## src/rtl/mips_multicycle_core.sv

```systemverilog
// mips_multicycle_core: multicycle MIPS-subset core with a shared ALU and one req/ready memory port
module mips_multicycle_core #(
  parameter logic [31:0] RESET_PC   = 32'h0000_0000,
  parameter logic        ENABLE_BNE = 1'b1
) (
  input  logic        clk,
  input  logic        reset_n,
  output logic        mem_req,
  output logic        mem_we,
  output logic [31:0] mem_addr,
  output logic [31:0] mem_wdata,
  input  logic [31:0] mem_rdata,
  input  logic        mem_ready,
  output logic [31:0] pc,
  output logic [3:0]  state,
  output logic        retire,
  output logic        illegal
);
  typedef enum logic [3:0] {
    FETCH, DECODE, MEMADR, MEMRD, MEMWB, MEMWR, EXEC, ALUWB, BRANCH, ADDIEX, ADDIWB, JUMP
  } state_t;
  state_t st;
  logic [31:0] ir, a, b, alu_out, data;
  logic [31:0] rf [32];
  logic [5:0] op, funct;
  logic [4:0] rs, rt, rd, wa;
  logic [31:0] imm, rd_a, rd_b, alu_a, alu_b, alu_y, wd;
  logic op_lw, op_sw, op_r, op_beq, op_bne, op_addi, op_j, legal, rf_we;
  always_comb begin
    op      = ir[31:26];
    rs      = ir[25:21];
    rt      = ir[20:16];
    rd      = ir[15:11];
    funct   = ir[5:0];
    imm     = {{16{ir[15]}}, ir[15:0]};
    op_lw   = op == 6'h23;
    op_sw   = op == 6'h2B;
    op_r    = op == 6'h00;
    op_beq  = op == 6'h04;
    op_bne  = op == 6'h05 && ENABLE_BNE;
    op_addi = op == 6'h08;
    op_j    = op == 6'h02;
    legal   = op_lw || op_sw || op_beq || op_bne || op_addi || op_j ||
              (op_r && funct inside {6'h20, 6'h22, 6'h24, 6'h25, 6'h2A});
    rd_a    = rs == 5'd0 ? '0 : rf[rs];
    rd_b    = rt == 5'd0 ? '0 : rf[rt];
    alu_a   = st == FETCH || st == DECODE ? pc : a;
    alu_b   = st == FETCH ? 32'd4 : st == DECODE ? {imm[29:0], 2'b00} : st == EXEC ? b : imm;
    alu_y   = st != EXEC      ? alu_a + alu_b :
              funct == 6'h22  ? alu_a - alu_b :
              funct == 6'h24  ? alu_a & alu_b :
              funct == 6'h25  ? alu_a | alu_b :
              funct == 6'h2A  ? {31'd0, $signed(alu_a) < $signed(alu_b)} : alu_a + alu_b;
    wa      = st == ALUWB ? rd : rt;
    wd      = st == MEMWB ? data : alu_out;
    rf_we   = !reset_n && (st == MEMWB || st == ALUWB || st == ADDIWB) && wa != 5'd0;
    mem_req   = !reset_n && (st == FETCH || st == MEMRD || st == MEMWR);
    mem_we    = st == MEMWR;
    mem_addr  = st == FETCH ? pc : alu_out;
    mem_wdata = b;
    state     = st;
    retire    = !reset_n && (st == MEMWB || st == ALUWB || st == ADDIWB || st == BRANCH ||
                             st == JUMP || (st == MEMWR && mem_ready));
    illegal   = !reset_n && st == DECODE && !legal;
  end
  always_ff @(posedge clk) if (rf_we) rf[wa] <= wd;
  always_ff @(posedge clk) begin
    if (reset_n) begin
      st      <= FETCH;
      pc      <= RESET_PC;
      ir      <= '0;
      a       <= '0;
      b       <= '0;
      alu_out <= '0;
      data    <= '0;
    end else begin
      case (st)
        FETCH: if (mem_ready) begin
          ir <= mem_rdata;
          pc <= alu_y;
          st <= DECODE;
        end
        DECODE: begin
          a       <= rd_a;
          b       <= rd_b;
          alu_out <= alu_y;
          st      <= !legal ? FETCH : op_lw || op_sw ? MEMADR : op_r ? EXEC :
                     op_beq || op_bne ? BRANCH : op_addi ? ADDIEX : JUMP;
        end
        MEMADR: begin
          alu_out <= alu_y;
          st      <= op_lw ? MEMRD : MEMWR;
        end
        MEMRD: if (mem_ready) begin
          data <= mem_rdata;
          st   <= MEMWB;
        end
        MEMWR: if (mem_ready) st <= FETCH;
        EXEC: begin
          alu_out <= alu_y;
          st      <= ALUWB;
        end
        ADDIEX: begin
          alu_out <= alu_y;
          st      <= ADDIWB;
        end
        BRANCH: begin
          if (op_beq ? a == b : a != b) pc <= alu_out;
          st <= FETCH;
        end
        JUMP: begin
          pc <= {pc[31:28], ir[25:0], 2'b00};
          st <= FETCH;
        end
        default: st <= FETCH;
      endcase
    end
  end
endmodule

```

## config.mk

```make
export PLATFORM = sky130hd
export DESIGN_NAME = mips_multicycle_core
export DESIGN_NICKNAME = d
export VERILOG_FILES = /design/src/rtl/mips_multicycle_core.sv
export SDC_FILE = /design/constraint.sdc
export NUM_CORES = 2
export LEC_CHECK = 0
export BUFFER_PORTS_ARGS = -buffer_cell sky130_fd_sc_hd__clkbuf_2
export CAP_MARGIN = 25
export CORE_AREA = 3 3 398 321
export DETAILED_ROUTE_END_ITERATION = 10
export DIE_AREA = 0 0 401 324
export PLACE_DENSITY = 0.66
export SLEW_MARGIN = 30
export SYNTH_ARGS = -nofsm -noshare
export SYNTH_HDL_FRONTEND = slang
export SYNTH_SLANG_ARGS = --single-unit
```

## constraint.sdc

```tcl
create_clock -name clk -period 8.3 [get_ports clk]
set_input_delay 1.245 -clock clk [delete_from_list [all_inputs] [get_ports clk]]
set_output_delay 1.245 -clock clk [all_outputs]
set_load 0.01 [all_outputs]
```

After elaboration in Yosys (flattened, before gate mapping)
Memory sizes are Yosys's and may differ from the RTL's. A register that Yosys moved wholly into a read port is not among the register bits.
Cells that the tools add are included.
{"block": "word_totals", "regBits": 196, "mem_bits_rw": 1024, "input_bits": 35, "out_inout_bits": 104, "wordCells": 117, "mem_count": 1}
{"memory": "rf", "depth": 32, "word_bits": 32, "read_ports": 2, "rd_ports_with_merged_regs": 2, "write_ports": 1, "line": "24", "source": "logic [31:0] rf [32];"}
{"block": "op_classes", "add_sub_neg": 2, "order_cmp": 1, "n_eq_ne": 29, "muxes": 34, "bitwise_logic": 3, "reduce_logical": 39}
{"op": "$mux 32", "n": 15}
{"op": "$pmux 32 s3", "n": 1}
{"op": "$eq 6x6->1 const B", "n": 7}
{"op": "$add 32x32->32", "n": 1}
{"op": "$and 32x32->32", "n": 1}
{"op": "$eq 32x32->1", "n": 1}
{"op": "$lt 32x32->1", "n": 1}
{"op": "$ne 32x32->1", "n": 1}
{"op": "$or 32x32->32", "n": 1}
{"op": "$sub 32x32->32", "n": 1}
{"op": "$pmux 4 s7", "n": 1}
{"op": "$mux 5", "n": 5}
{"op": "$mux 4", "n": 6}
{"op": "$eq 4x3->1 const B", "n": 4}
{"op": "$eq 4x4->1 const B", "n": 4}
{"op": "$logic_or 1x1->1", "n": 15}
{"op": "$eq 6x3->1 const B", "n": 2}
{"op": "$logic_not 5->1", "n": 2}
{"op": "$reduce_bool 5->1", "n": 2}
{"op": "$eq 4x2->1 const B", "n": 2}
{"op": "$logic_and 1x1->1", "n": 8}
{"op": "$eq 6x2->1 const B", "n": 1}
{"op": "$eq 6x4->1 const B", "n": 1}
{"op": "$logic_not 6->1", "n": 1}
{"op": "16 further kinds", "n": 24}

Logic depth before layout (Yosys ltp)
{"block": "logic_depth", "depth_word": 12, "mapped_depth": 22, "ltp_nobuf": 17}

Least setup slack after synthesis
OpenSTA, ideal clock, no wires.
{"block": "synth_path", "kind": "reg2reg", "from": "reg st[2], in the netlist state[2]", "to": "reg pc[27]", "setup_time_ns": 0.091, "arrival_time_ns": 5.050, "required_time_ns": 8.209, "slack_ns": 3.159, "stages_incl_launch_ff": 22, "path_buffers": 5, "synth_period_minus_slack_ns": 5.141, "path_cell_list": "dfxtp_1 > clkbuf_1 > nor2b_1 > and2_1 > clkbuf_1 > buf_1 > buf_1 > nand2_1 > nand3_1 > o211ai_1 > ha_1 > buf_4 > nor3b_1 > nand4_1 > a21oi_1 > and4bb_2 > nor4_1 > mux2i_1 > nand2_1 > a22o_1 > or4_1 > a311oi_1"}
{"block": "synth_via", "elab_chain_cells": 12, "word_cells_on_any_way": 26, "cone_classes": "add/sub (2); eq/ne (7); mux (11); bitwise (2); reduce/logical (4)"}
{"element": "start, declared", "line": "22", "source": "state_t st;"}
{"element": "start signal, assigned", "line": "87", "source": "st <= !legal ? FETCH : op_lw || op_sw ? MEMADR : op_r ? EXEC :"}
{"element": "start signal, assigned", "line": "92", "source": "st <= op_lw ? MEMRD : MEMWR;"}
{"element": "$eq 4x3->1", "line": "48", "source": "alu_b = st == FETCH ? 32'd4 : st == DECODE ? {imm[29:0], 2'b00} : st == EXEC ? b : imm;"}
{"element": "$mux 32 (3 in a row)", "line": "48"}
{"element": "$add 32x32->32", "line": "49, 53"}
{"element": "$mux 32", "line": "53", "source": "funct == 6'h2A ? {31'd0, $signed(alu_a) < $signed(alu_b)} : alu_a + alu_b;"}
{"element": "$mux 32", "line": "52", "source": "funct == 6'h25 ? alu_a | alu_b :"}
{"element": "$mux 32", "line": "51", "source": "funct == 6'h24 ? alu_a & alu_b :"}
{"element": "$mux 32", "line": "50", "source": "funct == 6'h22 ? alu_a - alu_b :"}
{"element": "$mux 32", "line": "49", "source": "alu_y = st != EXEC ? alu_a + alu_b :"}
{"element": "$mux 32", "line": "78", "source": "FETCH: if (mem_ready) begin"}
{"element": "$pmux 32 s3", "line": "77", "source": "case (st)"}
{"element": "end signal, assigned", "line": "80", "source": "pc <= alu_y;"}
{"element": "end signal, assigned", "line": "108", "source": "if (op_beq ? a == b : a != b) pc <= alu_out;"}
{"element": "end signal, assigned", "line": "112", "source": "pc <= {pc[31:28], ir[25:0], 2'b00};"}
{"element": "end, declared", "line": "14", "source": "output logic [31:0] pc,"}
Parallel ways exist; a longest one is shown, timed or not. The select of a mux whose other input is x is not followed.
A chain may end at the register's enable or synchronous reset.

Worst setup path after layout
{"block": "layout_path", "from": "reg st[2], in the netlist state[2]", "to": "reg pc[28]"}
Same word-level chain as after synthesis.

==> PnR_summary.wiki <==
{| class="wikitable"
! Metric !! Value
|-
| Commonest cells after routing, fill and taps aside || 1024 x edfxtp_1, 640 x mux4_2, 414 x nand2_1
|-
| Area enclosed by the die boundary || about 0.13 mm2
|-
| Critical Path AT || a little under 7 ns
|-
| Top fanout value on the critical path || 28
|-
| Synthesis-to-layout area growth || 11.4%
|-
| HP Start || data[18]$_SDFFE_PP0P_
|-
| Initial antenna violation count || 4
|-
| Maximum clock rate || 161 MHz
|-
| Root Buffer || clkbuf_16
|-
| Total CTS buffers || approximately 120
|-
| Setup bufs post-CTS || 0
|-
| Clock Sinks || ~1200
|-
| Synthesized area per cell || roughly 15 um2
|-
| Status || completed
|-
| Leakage dissipation || approximately 0.023 uW
|-
| Element type at the critical path start || flip-flop
|-
| Total number of nets in the final design || about 4300
|-
| Global-route usage over all layers || 0.303
|-
| First-pass GRT wire length || 283000 um
|-
| CTS tree || built
|-
| Post-Syn Instances || 4120
|-
| Max VDD drop || 190 uV
|-
| Capturing point of the worst reg2reg path || pc[28]$_SDFFE_PP0P_
|-
| R2R depth || 17
|-
| R2R Setup Slk || between 2 and 2.5 ns
|-
| Most common cell after layout, fill and taps aside || edfxtp_1
|-
| Number of hold violations in the final report || 0
|-
| Vias in the first global route || 38706
|-
| Area post-placement || 0.0650 mm2
|-
| Share of async-settable or async-resettable flops after synthesis || 0
|-
| Class of the tightest hold or removal check || flip-flop to flip-flop
|-
| Slew Viols, Final || 0
|-
| Remaining Overflow, GRT || 0
|-
| HPWL Detailed || between 100000 and 150000 um
|-
| Total of endpoints with negative setup slack in the final report || 0
|-
| R2r startpoint || state[2]$_SDFFE_PP0P_
|-
| Worst slew margin relative to its limit || 0.323
|-
| Maximum number of pins on one net before global-route repair || 116
|-
| Critical path endpoint category || flip-flop
|-
| End point of the critical path || pc[28]$_SDFFE_PP0P_
|-
| Clock period minus worst slack || approximately 6.2 ns
|-
| Wire length reported by the detailed router || a little under 200000 um
|-
| Worst-Skew Late Latency || 0.74 ns
|-
| DR vias/cell || approximately 6.8
|-
| Cell area after technology mapping || between 0.06 and 0.07 mm2
|-
| Simple logic cell fraction of the synthesized area || 0.0659
|-
| Proportion of layout cells with a drive suffix above 1 || 0.270
|-
| Yosys Warn Count || 0
|-
| Worst Path Required || slightly below 9 ns
|-
| Vertical die dimension || between 300 and 400 um
|-
| Number of filler instances in the final layout || just under 10000
|-
| Hold Buf Count CTS || 0
|-
| Iter 0 DRT Violations || 6155
|-
| DR WL/cell || 33.3 um
|-
| Post-synthesis mux area share || 0.255
|-
| Core Region || roughly 0.12 mm2
|-
| Share of the synthesized netlist area taken by xor and xnor gates || 0.0108
|-
| Compound-cell area share of the yosys netlist || 0.0600
|-
| Initial Utilization || 0.497
|-
| CTS H-Tree Depth || 3
|-
| Critical Setup Path Class || flip-flop to flip-flop
|-
| Tightest Pin Transition || 1.01 ns
|-
| Sequential cell area fraction in the yosys report || 0.564
|-
| Number of detailed-route iterations in the first pass || 6
|-
| Quantity of gates resized following cts || 0
|-
| Final TNS setup || 0 ns
|-
| CTS max path bufs || 3
|-
| RD Place Congestion || 1.04
|-
| First element of the critical path || state[2]$_SDFFE_PP0P_
|-
| Unrepaired setup endpoints after global routing || false
|-
| Adder-Cell Fraction of Synth Area || 0.0201
|-
| Count of antenna-violating nets left after detailed routing || 0
|-
| Number of placed I/O pins || 139
|-
| DR vias || 40417
|-
| Power density relative to cell area || around 250 mW/mm2
|-
| Die span in x || between 400 and 500 um
|-
| DRC violations left || 0
|-
| Post-synth top flop || edfxtp_1
|-
| Worst clock skew || roughly 0.032 ns
|-
| Maximum capacitance violations || 0
|-
| Clock slew seen by the registers of the worst setup and hold paths || around 0.060 ns
|-
| Number of storage elements in the synthesis netlist || ~1200
|-
| IO Port Bufs || about 140
|-
| Main combinational cell family by area after synthesis || multiplexers
|-
| Count of standard-cell rows || about 120
|-
| Post-route fraction of the period consumed by the critical path || 0.747
|-
| Total non-filler cell area in the finished layout || between 0.06 and 0.07 mm2
|-
| Library cells used by synthesis || 86
|-
| Number of enable flip-flop cells after synthesis || 1024
|}
==> sequential cells by signal (all words and copies together) (netlist names), named ones only <==
| signal | count |
|---|---|
| a | 32 |
| alu_out | 32 |
| data | 32 |
| ir | 32 |
| mem_wdata | 32 |
| pc | 32 |
| rf | 1024 |
| state | 4 |
==> per-layer routing <==
layer / up-vias / track usage / wire length [um]
met3: 431 / 0.0636 / 22500
met5: - / 0 / 9
li1: 16522 / - / -
met2: 2565 / 0.451 / 88700
met1: 20897 / 0.446 / 79300
met4: 2 / 0.110 / 8160
==> through the flow <==
stage	hold slack (ns)	util	cells	total power, uW	setup slack (ns)
finish	0.452	0.553	5962	17200	2.10
global route	0.468	0.553	5959	17800	1.74
CTS	0.455	0.553	5958	17200	2.33
detailed placement	0.446	0.522	5745	11700	2.34
global placement	0.438	0.520	5740	11700	2.51
floorplan	0.433	-	4151	10300	3.16
==> cell type report <==
type / instances / area (um2) / area share
Antenna cell: 3 / 7.51 / 0.000109
Clock buffer: 136 / 3050 / 0.0443
Timing Repair Buffer: 235 / 1650 / 0.0239
Sequential cell: 1230 / 34900 / 0.507
Clock inverter: 77 / 850 / 0.0123
Inverter: 114 / 428 / 0.00621
Multi-Input combinational cell: 2515 / 26000 / 0.377
Tap cell: 1652 / 2070 / 0.0300
==> worst min path at each step <==
stage,end,slack (ns),cells past startpoint
after floorplan,data[0]$_SDFFE_PP0P_,0.43,2
after global placement,data[18]$_SDFFE_PP0P_,0.44,2
after detailed placement,data[15]$_SDFFE_PP0P_,0.45,2
after CTS,data[18]$_SDFFE_PP0P_,0.46,2
after global routing,data[31]$_SDFFE_PP0P_,0.47,2
final,data[18]$_SDFFE_PP0P_,0.45,2
==> synth_stat cells (32+ instances only) <==
cell,number,share of area
nor3_1,48,0.0039
nand2_1,417,0.025
mux2_2,32,0.0058
buf_1,71,0.0043
xnor2_1,67,0.0095
edfxtp_1,1024,0.50
clkbuf_1,214,0.013
o21ai_0,74,0.0060
ha_1,96,0.019
mux4_2,640,0.23
dfxtp_1,206,0.067
inv_1,109,0.0066
a21oi_1,244,0.020
nor2_1,327,0.020
mux2i_1,97,0.016
==> cells by family (layout without fill, tap and decap cells) <==
group,count (synthesis),after routing
buffers and inverters,406,562
muxes,769,769
and+or+nand+nor,955,955
adders and majority gates,98,98
AOI/OAI and AO/OA,585,585
xor gates and xnor gates,76,76
other,1,35
DFF,1230,1230
==> power by group <==
part           leakage [uW]  internal [uW]  switching, uW
logic               0.00953           1630           2600
registers            0.0111           7120            353
clock network       0.00189           3100           2420
==> critical path, stage by stage (launching register included) <==
cell	delay, ns
dfxtp_1	0.78
nor2b_1	0.31
and2_2	0.68
buf_4	0.33
nand2_1	0.07
nand2_1	0.08
nand2_1	0.12
ha_1	0.49
a21o_1	0.28
a221oi_1	0.59
o2111ai_1	0.26
a311oi_1	0.37
nor2_1	0.29
a31oi_1	0.27
xnor2_1	0.15
nor2_1	0.05
nor4_1	0.70
o21ai_0	0.21
No activity file was read; power rests on OpenSTA's default activity.
